<file path="src/rtl/timed_pulse_pkg.sv">
// Shared types and constants for the timed pulse generator.
package timed_pulse_pkg;

  typedef enum logic [1:0] {
    IDLE,
    DELAY,
    PULSE,
    HOLD
  } tpg_state_t;

  localparam int CNT_W_DEF = 3;
  localparam int CNT_MAX   = (1 << CNT_W_DEF) - 1;

endpackage

</file>
<file path="src/rtl/load_down_counter.sv">
// Loadable down-counter that saturates at zero; shared by all timed states.
module load_down_counter #(
  parameter int CNT_W = 3
) (
  input  logic             clock,
  input  logic             clear,
  input  logic             load,
  input  logic [CNT_W-1:0] load_value,
  input  logic             en,
  output logic [CNT_W-1:0] count,
  output logic             zero
);

  localparam logic [CNT_W-1:0] ONE = CNT_W'(1);

  always_ff @(posedge clock or posedge clear) begin
    if (clear) begin
      count <= '0;
    end else if (load) begin
      count <= load_value;
    end else if (en && (count != '0)) begin
      count <= count - ONE;
    end
  end

  assign zero = (count == '0);

endmodule

</file>
<file path="src/rtl/timed_pulse_gen.sv">
// Programmable timed-pulse generator: delay, pulse of programmed width,
// one-cycle done strobe, then an optional hold-off before new work.
module timed_pulse_gen
  import timed_pulse_pkg::*;
#(
  parameter int CNT_W   = CNT_W_DEF,
  parameter int HOLDOFF = 1
) (
  input  logic             clock,
  input  logic             clear,
  input  logic             start,
  input  logic             abort,
  input  logic [CNT_W-1:0] delay,
  input  logic [CNT_W-1:0] width,
  output logic             pulse,
  output logic             busy,
  output logic             done
);

  localparam logic [CNT_W-1:0] ONE       = CNT_W'(1);
  localparam logic [CNT_W-1:0] HOLD_LOAD = (HOLDOFF > 0) ? CNT_W'(HOLDOFF - 1) : '0;

  tpg_state_t       state, state_n;
  logic [CNT_W-1:0] width_q, width_n;
  logic             pulse_n, busy_n, done_n;
  logic             finish;
  logic             cnt_load, cnt_en, cnt_zero;
  logic [CNT_W-1:0] cnt_load_value;
  logic [CNT_W-1:0] cnt_count;

  load_down_counter #(
    .CNT_W(CNT_W)
  ) u_counter (
    .clock     (clock),
    .clear     (clear),
    .load      (cnt_load),
    .load_value(cnt_load_value),
    .en        (cnt_en),
    .count     (cnt_count),
    .zero      (cnt_zero)
  );

  always_ff @(posedge clock or posedge clear) begin
    if (clear) begin
      state   <= IDLE;
      width_q <= '0;
      pulse   <= 1'b0;
      busy    <= 1'b0;
      done    <= 1'b0;
    end else begin
      state   <= state_n;
      width_q <= width_n;
      pulse   <= pulse_n;
      busy    <= busy_n;
      done    <= done_n;
    end
  end

  // Outputs are computed one edge ahead so every output leaves a flop.
  always_comb begin
    state_n        = state;
    width_n        = width_q;
    pulse_n        = pulse;
    busy_n         = busy;
    done_n         = 1'b0;
    finish         = 1'b0;
    cnt_load       = 1'b0;
    cnt_load_value = '0;
    cnt_en         = 1'b0;

    if (abort && (state != IDLE)) begin
      state_n = IDLE;
      pulse_n = 1'b0;
      busy_n  = 1'b0;
    end else begin
      case (state)
        IDLE: begin
          if (start && !abort) begin
            width_n = width;
            busy_n  = 1'b1;
            if (delay != '0) begin
              state_n        = DELAY;
              cnt_load       = 1'b1;
              cnt_load_value = delay - ONE;
            end else if (width != '0) begin
              state_n        = PULSE;
              pulse_n        = 1'b1;
              cnt_load       = 1'b1;
              cnt_load_value = width - ONE;
            end else begin
              finish = 1'b1;
            end
          end
        end
        DELAY: begin
          if (!cnt_zero) begin
            cnt_en = 1'b1;
          end else if (width_q != '0) begin
            state_n        = PULSE;
            pulse_n        = 1'b1;
            cnt_load       = 1'b1;
            cnt_load_value = width_q - ONE;
          end else begin
            finish = 1'b1;
          end
        end
        PULSE: begin
          if (!cnt_zero) begin
            cnt_en = 1'b1;
          end else begin
            finish = 1'b1;
          end
        end
        HOLD: begin
          if (!cnt_zero) begin
            cnt_en = 1'b1;
          end else begin
            state_n = IDLE;
            busy_n  = 1'b0;
          end
        end
        default: begin
          state_n = IDLE;
          pulse_n = 1'b0;
          busy_n  = 1'b0;
        end
      endcase

      // Shared completion path: done strobe, then hold-off or straight to IDLE.
      if (finish) begin
        done_n  = 1'b1;
        pulse_n = 1'b0;
        if (HOLDOFF > 0) begin
          state_n        = HOLD;
          busy_n         = 1'b1;
          cnt_load       = 1'b1;
          cnt_load_value = HOLD_LOAD;
        end else begin
          state_n = IDLE;
          busy_n  = 1'b0;
        end
      end
    end
  end

endmodule

</file>
<file path="config.mk">
export PLATFORM = sky130hd
export DESIGN_NAME = timed_pulse_gen
export DESIGN_NICKNAME = d
export VERILOG_FILES = /design/src/rtl/timed_pulse_pkg.sv /design/src/rtl/load_down_counter.sv /design/src/rtl/timed_pulse_gen.sv
export SDC_FILE = /design/constraint.sdc
export NUM_CORES = 1
export LEC_CHECK = 0
export ABC_AREA = 1
export BUFFER_PORTS_ARGS = -buffer_cell sky130_fd_sc_hd__buf_2
export CAP_MARGIN = 20
export CORE_MARGIN = 10
export CORE_UTILIZATION = 59
export CTS_BUF_LIST = sky130_fd_sc_hd__clkbuf_8
export DETAILED_ROUTE_END_ITERATION = 10
export PLACE_DENSITY_LB_ADDON = 0.12
export SYNTH_ARGS = -nofsm -noshare
export SYNTH_HDL_FRONTEND = slang
export SYNTH_HIERARCHICAL = 1
export SYNTH_SLANG_ARGS = --single-unit
</file>
<file path="constraint.sdc">
create_clock -name clock -period 2.4 [get_ports clock]
set_input_delay 0.24 -clock clock [delete_from_list [all_inputs] [get_ports clock]]
set_output_delay 0.24 -clock clock [all_outputs]
set_load 0.05 [all_outputs]
</file>
[After elaboration in Yosys (flattened, before gate mapping)]
Index checks and enable logic that the tools add are counted.
Word-level totals
  register bits after elaboration: 11
  bits in latches: 0
  RAM bits: 0
  memories: 0
  input bits: 10
  memory bits (read-only): 0
  logic and storage cells: 94
  output and inout port bits: 3
Cells by class
  bitwise logic cells: 1
  shifts and indexed selects: 0
  multipliers: 0
  div/mod/pow operators: 0
  $lt $le $gt $ge: 0
  add/sub/neg operators: 4
  reductions and logical operators: 20
  muxes and demuxes: 53
  eq/ne operators: 10
Operators by type and width (number)
  $mux W1: 30
  $mux W3: 9
  $ne A4 B4 Y1 const B: 6
  $mux W2: 8
  $reduce_and A6 Y1: 2
  $reduce_bool A3 Y1: 4
  $sub A3 B1 Y3 const B: 4
  $reduce_bool A4 Y1: 2
  $pmux W1 S2: 3
  $pmux W2 S3: 1
  $pmux W3 S2: 1
  $reduce_and A3 Y1: 2
  $ne A5 B5 Y1 const B: 1
  $reduce_bool A5 Y1: 1
  $eq A2 B2 Y1 const B: 2
  $reduce_bool A2 Y1: 2
  $logic_and A1 B1 Y1: 3
  $logic_not A3 Y1: 1
  $pmux W1 S3: 1
  $reduce_or A3 Y1: 1
  $eq A2 B1 Y1 const B: 1
  $logic_not A2 Y1: 1
  $logic_not A1 Y1: 1
  $not A1 Y1: 1

[Depth between registers and ports, before layout]
Gate-level depths: netlist of run 1.
  depth after elaboration: 9
  mapped depth: 14
  mapped depth without buffers: 14

[By module]
The synthesis of run 1 kept the hierarchy.
By module, submodules not included
  timed_pulse_gen: cells each 113, area an instance 754.5 µm², instances 1
  load_down_counter: cells each 28, area an instance 196.4 µm², instances 1

[Worst setup path after synthesis of run 1]
Ideal clock, no wire load.
  kind: input port to flip-flop
  start: input delay[0]
  end: register u_counter.count[1]
  cell stages on the path: 11
  path slack: 555 ps
  buffers on the path: 0
  data required time: 2283 ps
  data arrival time: 1729 ps
  path through: inv_1 ha_1 ha_1 inv_1 nor2_1 nand2_2 and2_4 a31oi_1 o21ai_0 nand2_1 nand2_1
Between the ends
  cells in the longest elaborated chain, start to end: 8
  elaborated cells between the ends (all ways): 18
  those cells by class: add/sub: 1; mux: 15; reduce/logical: 2
Ends and longest elaborated chain
  start: declaration: RTL line timed_pulse_gen.sv:13  | input logic [CNT_W-1:0] delay,
  $reduce_bool A3 Y1 (*): RTL line timed_pulse_gen.sv:81  | if (delay != '0) begin
  $mux W1: RTL line timed_pulse_gen.sv:81
  $mux W1: RTL line timed_pulse_gen.sv:78  | if (start && !abort) begin
  $pmux W1 S3: RTL line timed_pulse_gen.sv:76  | case (state)
  $mux W1: RTL line timed_pulse_gen.sv:71  | if (abort && (state != IDLE)) begin
  $mux W1 (*): RTL line timed_pulse_gen.sv:130  | if (finish) begin
  $mux W1 (*): RTL line timed_pulse_gen.sv:71
  named net cnt_load: RTL line timed_pulse_gen.sv:27  | logic cnt_load, cnt_en, cnt_zero;
  $mux W3 / $reduce_bool A2 Y1 (equally long branches)
  end signal: assignment: RTL line load_down_counter.sv:20  | count <= load_value;
  end signal: assignment: RTL line load_down_counter.sv:22  | count <= count - ONE;
  end: declaration: RTL line load_down_counter.sv:10  | output logic [CNT_W-1:0] count,
The timed path passes the listed nets; every way through them passes the cells marked *. The select of a mux whose other input is x is not followed.
A chain may end at the register's enable or synchronous reset.

[Final worst setup path of run 1]
  start: register u_counter.count[0]
  end: register u_counter.count[2]
Between the ends
  cells in the longest elaborated chain, start to end: 7
  elaborated cells between the ends (all ways): 22
  those cells by class: add/sub: 1; mux: 17; reduce/logical: 4
Ends and longest elaborated chain
  $logic_not A3 Y1 (*): RTL line load_down_counter.sv:26  | assign zero = (count == '0);
  named net cnt_zero: RTL line timed_pulse_gen.sv:27
  $mux W1, on equally long branches: RTL line timed_pulse_gen.sv:108, timed_pulse_gen.sv:96
  $pmux W1 S3: RTL line timed_pulse_gen.sv:76
  $mux W1: RTL line timed_pulse_gen.sv:71
  $mux W1 (*): RTL line timed_pulse_gen.sv:130
  $mux W1 (*): RTL line timed_pulse_gen.sv:71
  named net cnt_load: RTL line timed_pulse_gen.sv:27
  $mux W3 / $reduce_bool A2 Y1 (equally long branches)
Marks and branches as above.

==> results.sh, run 1 <==
export IMPL_run_status="complete, no violations"
export IMPL_cts_buffers=3
export IMPL_path_clk_slew_ns=0.05
export IMPL_clock_sinks=11
export IMPL_gp_congestion=0.966
export IMPL_yosysMostFrequentCell="nand2_1"
export IMPL_ys_ff_latch=11
export IMPL_whs_path_depth=3
export IMPL_synth_top_area_share_pct=28.9
export IMPL_dr_pass1_iters=4
export IMPL_finalMaxSlewViolations=0
export IMPL_rows=14
export IMPL_cts_root_buf="clkbuf_8"
export IMPL_track_usage_pct=11.9
export IMPL_synthFlopType="dfrtp_1"
export IMPL_placed_cells=168
export IMPL_antenna_found_initial=0
export IMPL_synth_edf_count=0
export IMPL_hold_buffers=1
export IMPL_yosys_warnings=6
export IMPL_fp_dieW_um=60.1
export IMPL_hpwl_um=1680
export IMPL_synth_top_area_cell="dfrtp_1"
export IMPL_insertion_delay_ns=0.24
export IMPL_min_period_over_period_pct=87.9
export IMPL_synth_avg_cell_area_um2=6.74
export IMPL_stdcell_area_um2=1080
export IMPL_yosys_top_cells_area="dfrtp_1 29%, nand2_1 15%, inv_1 7.9%, ha_1 5.3%, nand3_1 4.7%"
export IMPL_ctsResizeCount=0
export IMPL_layoutNonFillerInstCount=173
export IMPL_diodes=0
export IMPL_hold_start="width[2]"
export IMPL_route_detailed_drc=0
export IMPL_initial_core_util_pct=62.4
export IMPL_drt_wl_total_um=2040
export IMPL_synth_common_cells="37 x nand2_1, 20 x inv_1, 11 x dfrtp_1, 11 x nor2_1, 9 x nand3_1"
export IMPL_antenna_left=0
export IMPL_min_to="width_q[2]"
export IMPL_syn_num_nets=155
export IMPL_drt_initial_drc_count=19
export IMPL_worstReg2RegEnd="u_counter/count[2]"
export IMPL_post_dp_cell_area_um2=1030
export IMPL_dieArea_um2=3620
export IMPL_tightestPinTransition_ns=0.501
export IMPL_syn2layout_area_growth_pct=13.8
export IMPL_critPathMaxFanout=10
export IMPL_cellPowerDensity_nw_per_um2=1270
export IMPL_cp_required_ns=2.53
export IMPL_design_core_area_um2=1520
export IMPL_num_vias=927
export IMPL_post_cts_setup_buffers=0
export IMPL_drt_wirelength_per_cell_um=11.8
export IMPL_ir_drop_mv=0.909
export IMPL_clockBufferDepth=2
export IMPL_die_h_um=60.1
export IMPL_nFillCells=134
export IMPL_rrSetupSlack_ns=0.29
export IMPL_portBuffers=12
export IMPL_r2r_start="u_counter/count[0]"
export IMPL_cts_max_level=1
export IMPL_crit_path_start_kind="flip-flop"
export IMPL_ys_seq_area_share_pct=28.9
export IMPL_maxCapViolations=0
export IMPL_syn_inst=141
export IMPL_cts_tree="done"
export IMPL_fin_tns_setup_ns=0
export IMPL_crit_path_end_kind="flip-flop"
export IMPL_grt_pass1_wl_um=3460
export IMPL_grt_overflow=0
export IMPL_hold_class="input port to flip-flop"
export IMPL_io_pins=13
export IMPL_grt_max_degree=11
export IMPL_rsz0062_at_grt="false"
export IMPL_relSlewSlack_pct=66.5
export IMPL_fin_skew_ns=0.00331
export IMPL_ys_types=27
export IMPL_vias_per_cell=5.36
export IMPL_min_period_ns=2.11
export IMPL_hold_viol=0
export IMPL_arrival_ns=2.23
export IMPL_crit_type="flip-flop to flip-flop"
export IMPL_setup_viol=0
export IMPL_nets=172
export IMPL_async_flop_share_pct=100
export IMPL_reg2reg_depth=10
export IMPL_drive_above_1_share_pct=23.6
export IMPL_power_leakage_nw=0.570
export IMPL_synthesis_area_um2=951
export IMPL_fmaxAchievable_mhz=474
export IMPL_grt_pass1_vias=843
kinds of logic after synthesis:
| kind of cell | share of synthesized area [%] |
|---|---|
| buffers and inverters | 11.1 |
| adder cells (fa/ha/maj) | 5.26 |
| AO/OA/AOI/OAI | 12.9 |
| flip-flops | 28.9 |
| AND/OR/NAND/NOR | 41.8 |
critical path, stage by stage (launching register included):
cell     delay, ns
dfrtp_1       0.39
inv_1         0.06
ha_1          0.14
ha_1          0.36
nand2_1       0.10
nor2_1        0.11
inv_1         0.07
a31oi_1       0.44
o21ai_0       0.18
nand2_1       0.08
nand2_1       0.06
stage by stage:
| step | total power [mW] | worst slack, ns | util, % | hold slack, ns |
|---|---|---|---|---|
| after floorplan | 1.02 | 0.555 | - | -0.00636 |
| after global placement | 1.17 | 0.327 | 67.3 | 0.117 |
| after detailed placement | 1.18 | 0.241 | 67.3 | 0.127 |
| after CTS | 1.38 | 0.324 | 71.0 | 0.255 |
| after global routing | 1.50 | 0.0388 | 71.0 | 0.306 |
| final | 1.37 | 0.291 | 71.0 | 0.257 |
worst max path at each step:
stage                                  start                 end  slack [ns]  depth (start not counted)
after floorplan                     delay[0]  u_counter/count[1]        0.55                         11
after global placement              delay[0]  u_counter/count[2]        0.33                         12
after detailed placement            delay[0]  u_counter/count[2]        0.24                         12
after CTS                 u_counter/count[0]  u_counter/count[2]        0.32                         10
after global routing      u_counter/count[0]  u_counter/count[1]        0.04                         10
final                     u_counter/count[0]  u_counter/count[2]        0.29                         10
state kept, by name, indices dropped and copies added, names as in the netlist:
| signal | flops |
|---|---|
| state | 2 |
| busy | 1 |
| width_q | 3 |
| u_counter/count | 3 |
| done | 1 |
| pulse | 1 |
report_power, final:
part           internal (mW)  total [mW]  switching, mW  leakage (nW)
sequential             0.276       0.353         0.0767         0.137
clock                  0.114       0.184         0.0697        0.0255
combinational          0.272       0.833          0.561         0.407
routing by layer:
layer  part of all wire, %  vias to the layer above  GRT usage, %
li1                      -                      487             -
met1                    45                      432          13.7
met5                     0                        -             0
met3                   4.4                        0          4.66
met2                    51                        8          20.7
met4                     0                        0         0.962
area by class of cell:
cell class / instances / area, µm² / area share (%)
clock buffer: 3 / 41.3 / 3.82
clock inverter: 1 / 5.00 / 0.462
inverter: 26 / 100 / 9.25
multi-input combinational: 103 / 571 / 52.7
sequential: 11 / 275 / 25.4
tap: 16 / 20.0 / 1.85
timing repair buffer: 13 / 70.1 / 6.47
cells in the final DEF, fill, tap and decap left out, types with 3 or more instances in the layout:
master and count:
buf_2 12, ha_1 4, o21ai_0 8, clkbuf_8 3
dfrtp_1 11, nand2_1 37, inv_2 5, nand4_1 7
nand2_2 4, nor2_1 11, a21oi_1 5, nor2_4 3
nand3_1 9, inv_1 20
(Power assumes the default switching activity.)
==> run 2, diff against run 1 <==
CORE_UTILIZATION = 56   (was 59)
CTS_BUF_LIST = not set   (was sky130_fd_sc_hd__clkbuf_8)
==> results.sh, run 2 (synthesis results as in run 1) <==
export IMPL_fmaxAchievable_mhz=490
export IMPL_syn2layout_area_growth_pct=12.5
export IMPL_crit_path_start_kind="flip-flop"
export IMPL_clock_sinks=11
export IMPL_dieArea_um2=3750
export IMPL_rows=14
export IMPL_min_period_over_period_pct=84.9
export IMPL_drt_wirelength_per_cell_um=11.9
export IMPL_gp_congestion=0.907
export IMPL_cts_root_buf="clkbuf_4"
export IMPL_io_pins=13
export IMPL_reg_top3="u_counter/count x3, width_q x3, state x2"
export IMPL_diodes=0
export IMPL_dr_pass1_iters=4
export IMPL_cp_required_ns=2.56
export IMPL_drt_initial_drc_count=20
export IMPL_ctsResizeCount=0
export IMPL_power_leakage_nw=0.565
export IMPL_antenna_found_initial=0
export IMPL_fin_skew_ns=0.0112
export IMPL_ir_drop_mv=0.681
export IMPL_run_status="complete, no violations"
export IMPL_fin_tns_setup_ns=0
export IMPL_route_detailed_drc=0
export IMPL_cellPowerDensity_nw_per_um2=1240
export IMPL_layoutNonFillerInstCount=174
export IMPL_cts_max_level=1
export IMPL_crit_path_end_kind="flip-flop"
export IMPL_antenna_left=0
export IMPL_grt_overflow=0
export IMPL_min_period_ns=2.04
export IMPL_track_usage_pct=12.6
export IMPL_layout_common_cells="37 x nand2_1, 20 x inv_1, 12 x buf_2"
export IMPL_setup_viol=0
export IMPL_grt_max_degree=11
export IMPL_placed_cells=169
export IMPL_hold_viol=0
export IMPL_insertion_delay_ns=0.27
export IMPL_finalMaxSlewViolations=0
export IMPL_drt_wl_total_um=2060
export IMPL_rsz0062_at_grt="false"
export IMPL_die_h_um=61.2
export IMPL_clockBufferDepth=2
export IMPL_tightestPinTransition_ns=0.518
export IMPL_relSlewSlack_pct=65.3
export IMPL_hpwl_um=1690
export IMPL_final_common_cell="nand2_1"
export IMPL_crit_type="flip-flop to flip-flop"
export IMPL_path_clk_slew_ns=0.08
export IMPL_drive_above_1_share_pct=23.4
export IMPL_nets=173
export IMPL_num_vias=949
export IMPL_arrival_ns=2.20
export IMPL_design_core_area_um2=1560
export IMPL_cts_buffers=3
export IMPL_grt_pass1_vias=867
export IMPL_critPathMaxFanout=7
export IMPL_vias_per_cell=5.45
export IMPL_cts_tree="done"
export IMPL_grt_pass1_wl_um=3610
export IMPL_portBuffers=12
export IMPL_hold_class="input port to flip-flop"
export IMPL_initial_core_util_pct=61.0
export IMPL_maxCapViolations=0
export IMPL_fp_dieW_um=61.2
run 2: metal layers:
layer | routed length, µm | part of all wire [%] | track usage, % | up-vias
met5 | 0 | 0 | 0 | -
met4 | 17 | 0.82 | 4.56 | 0
met3 | 116 | 5.6 | 4.53 | 2
met2 | 1030 | 50 | 20.4 | 21
met1 | 894 | 43 | 15.0 | 433
li1 | - | - | - | 493
run 2: through the flow:
step	setup WS, ns	cell area (µm²)	hold WS, ns	utilization (%)	total power, mW
after floorplan	0.555	951	-0.00636	-	1.02
after global placement	0.332	1030	0.121	66.3	1.18
after detailed placement	0.230	1030	0.127	66.3	1.20
after CTS	0.354	1070	0.225	68.6	1.33
after global routing	0.115	1070	0.263	68.6	1.47
final	0.361	1070	0.226	68.6	1.32
run 2: report_power, final:
group	internal, mW	switching (mW)
combinational	0.284	0.563
sequential	0.275	0.0742
clock	0.0643	0.0648
total	0.623	0.702
run 2: final timing paths:
check | startpoint | end | slack, ns | cells after the start
min | width[2] | width_q[2] | 0.23 | 3
max | state[1] | u_counter/count[2] | 0.36 | 9
min reg2reg | busy | busy | 0.47 | 2
max in group asynchronous | clear | busy | 1.66 | 3
min in group asynchronous | clear | u_counter/count[0] | 0.38 | 3
max reg2reg | state[1] | u_counter/count[2] | 0.36 | 9
run 2: layout make-up:
| type | instances | area [µm²] |
|---|---|---|
| Clock buffer | 4 | 26.3 |
| Fill cell | 148 | 489 |
| Inverter | 26 | 100 |
| Multi-Input combinational cell | 103 | 571 |
| Sequential cell | 11 | 275 |
| Tap cell | 16 | 20.0 |
| Timing Repair Buffer | 14 | 77.6 |
run 2: worst max-delay path: stages, from the launching register on:
cell and delay (ns):
dfrtp_1 0.49, nor2_4 0.25, inv_4 0.08, nor2_8 0.13
nand2_2 0.08, and2_4 0.18, a31oi_1 0.40, o21ai_0 0.17
nand2_1 0.09, nand2_1 0.04
run 2: what timing repair did:
| item | in CTS | in global routing |
|---|---|---|
| buffers inserted | 0 | 0 |
| hold buffers | 1 | 0 |
| endpoints found under the hold margin | 11 | 0 |
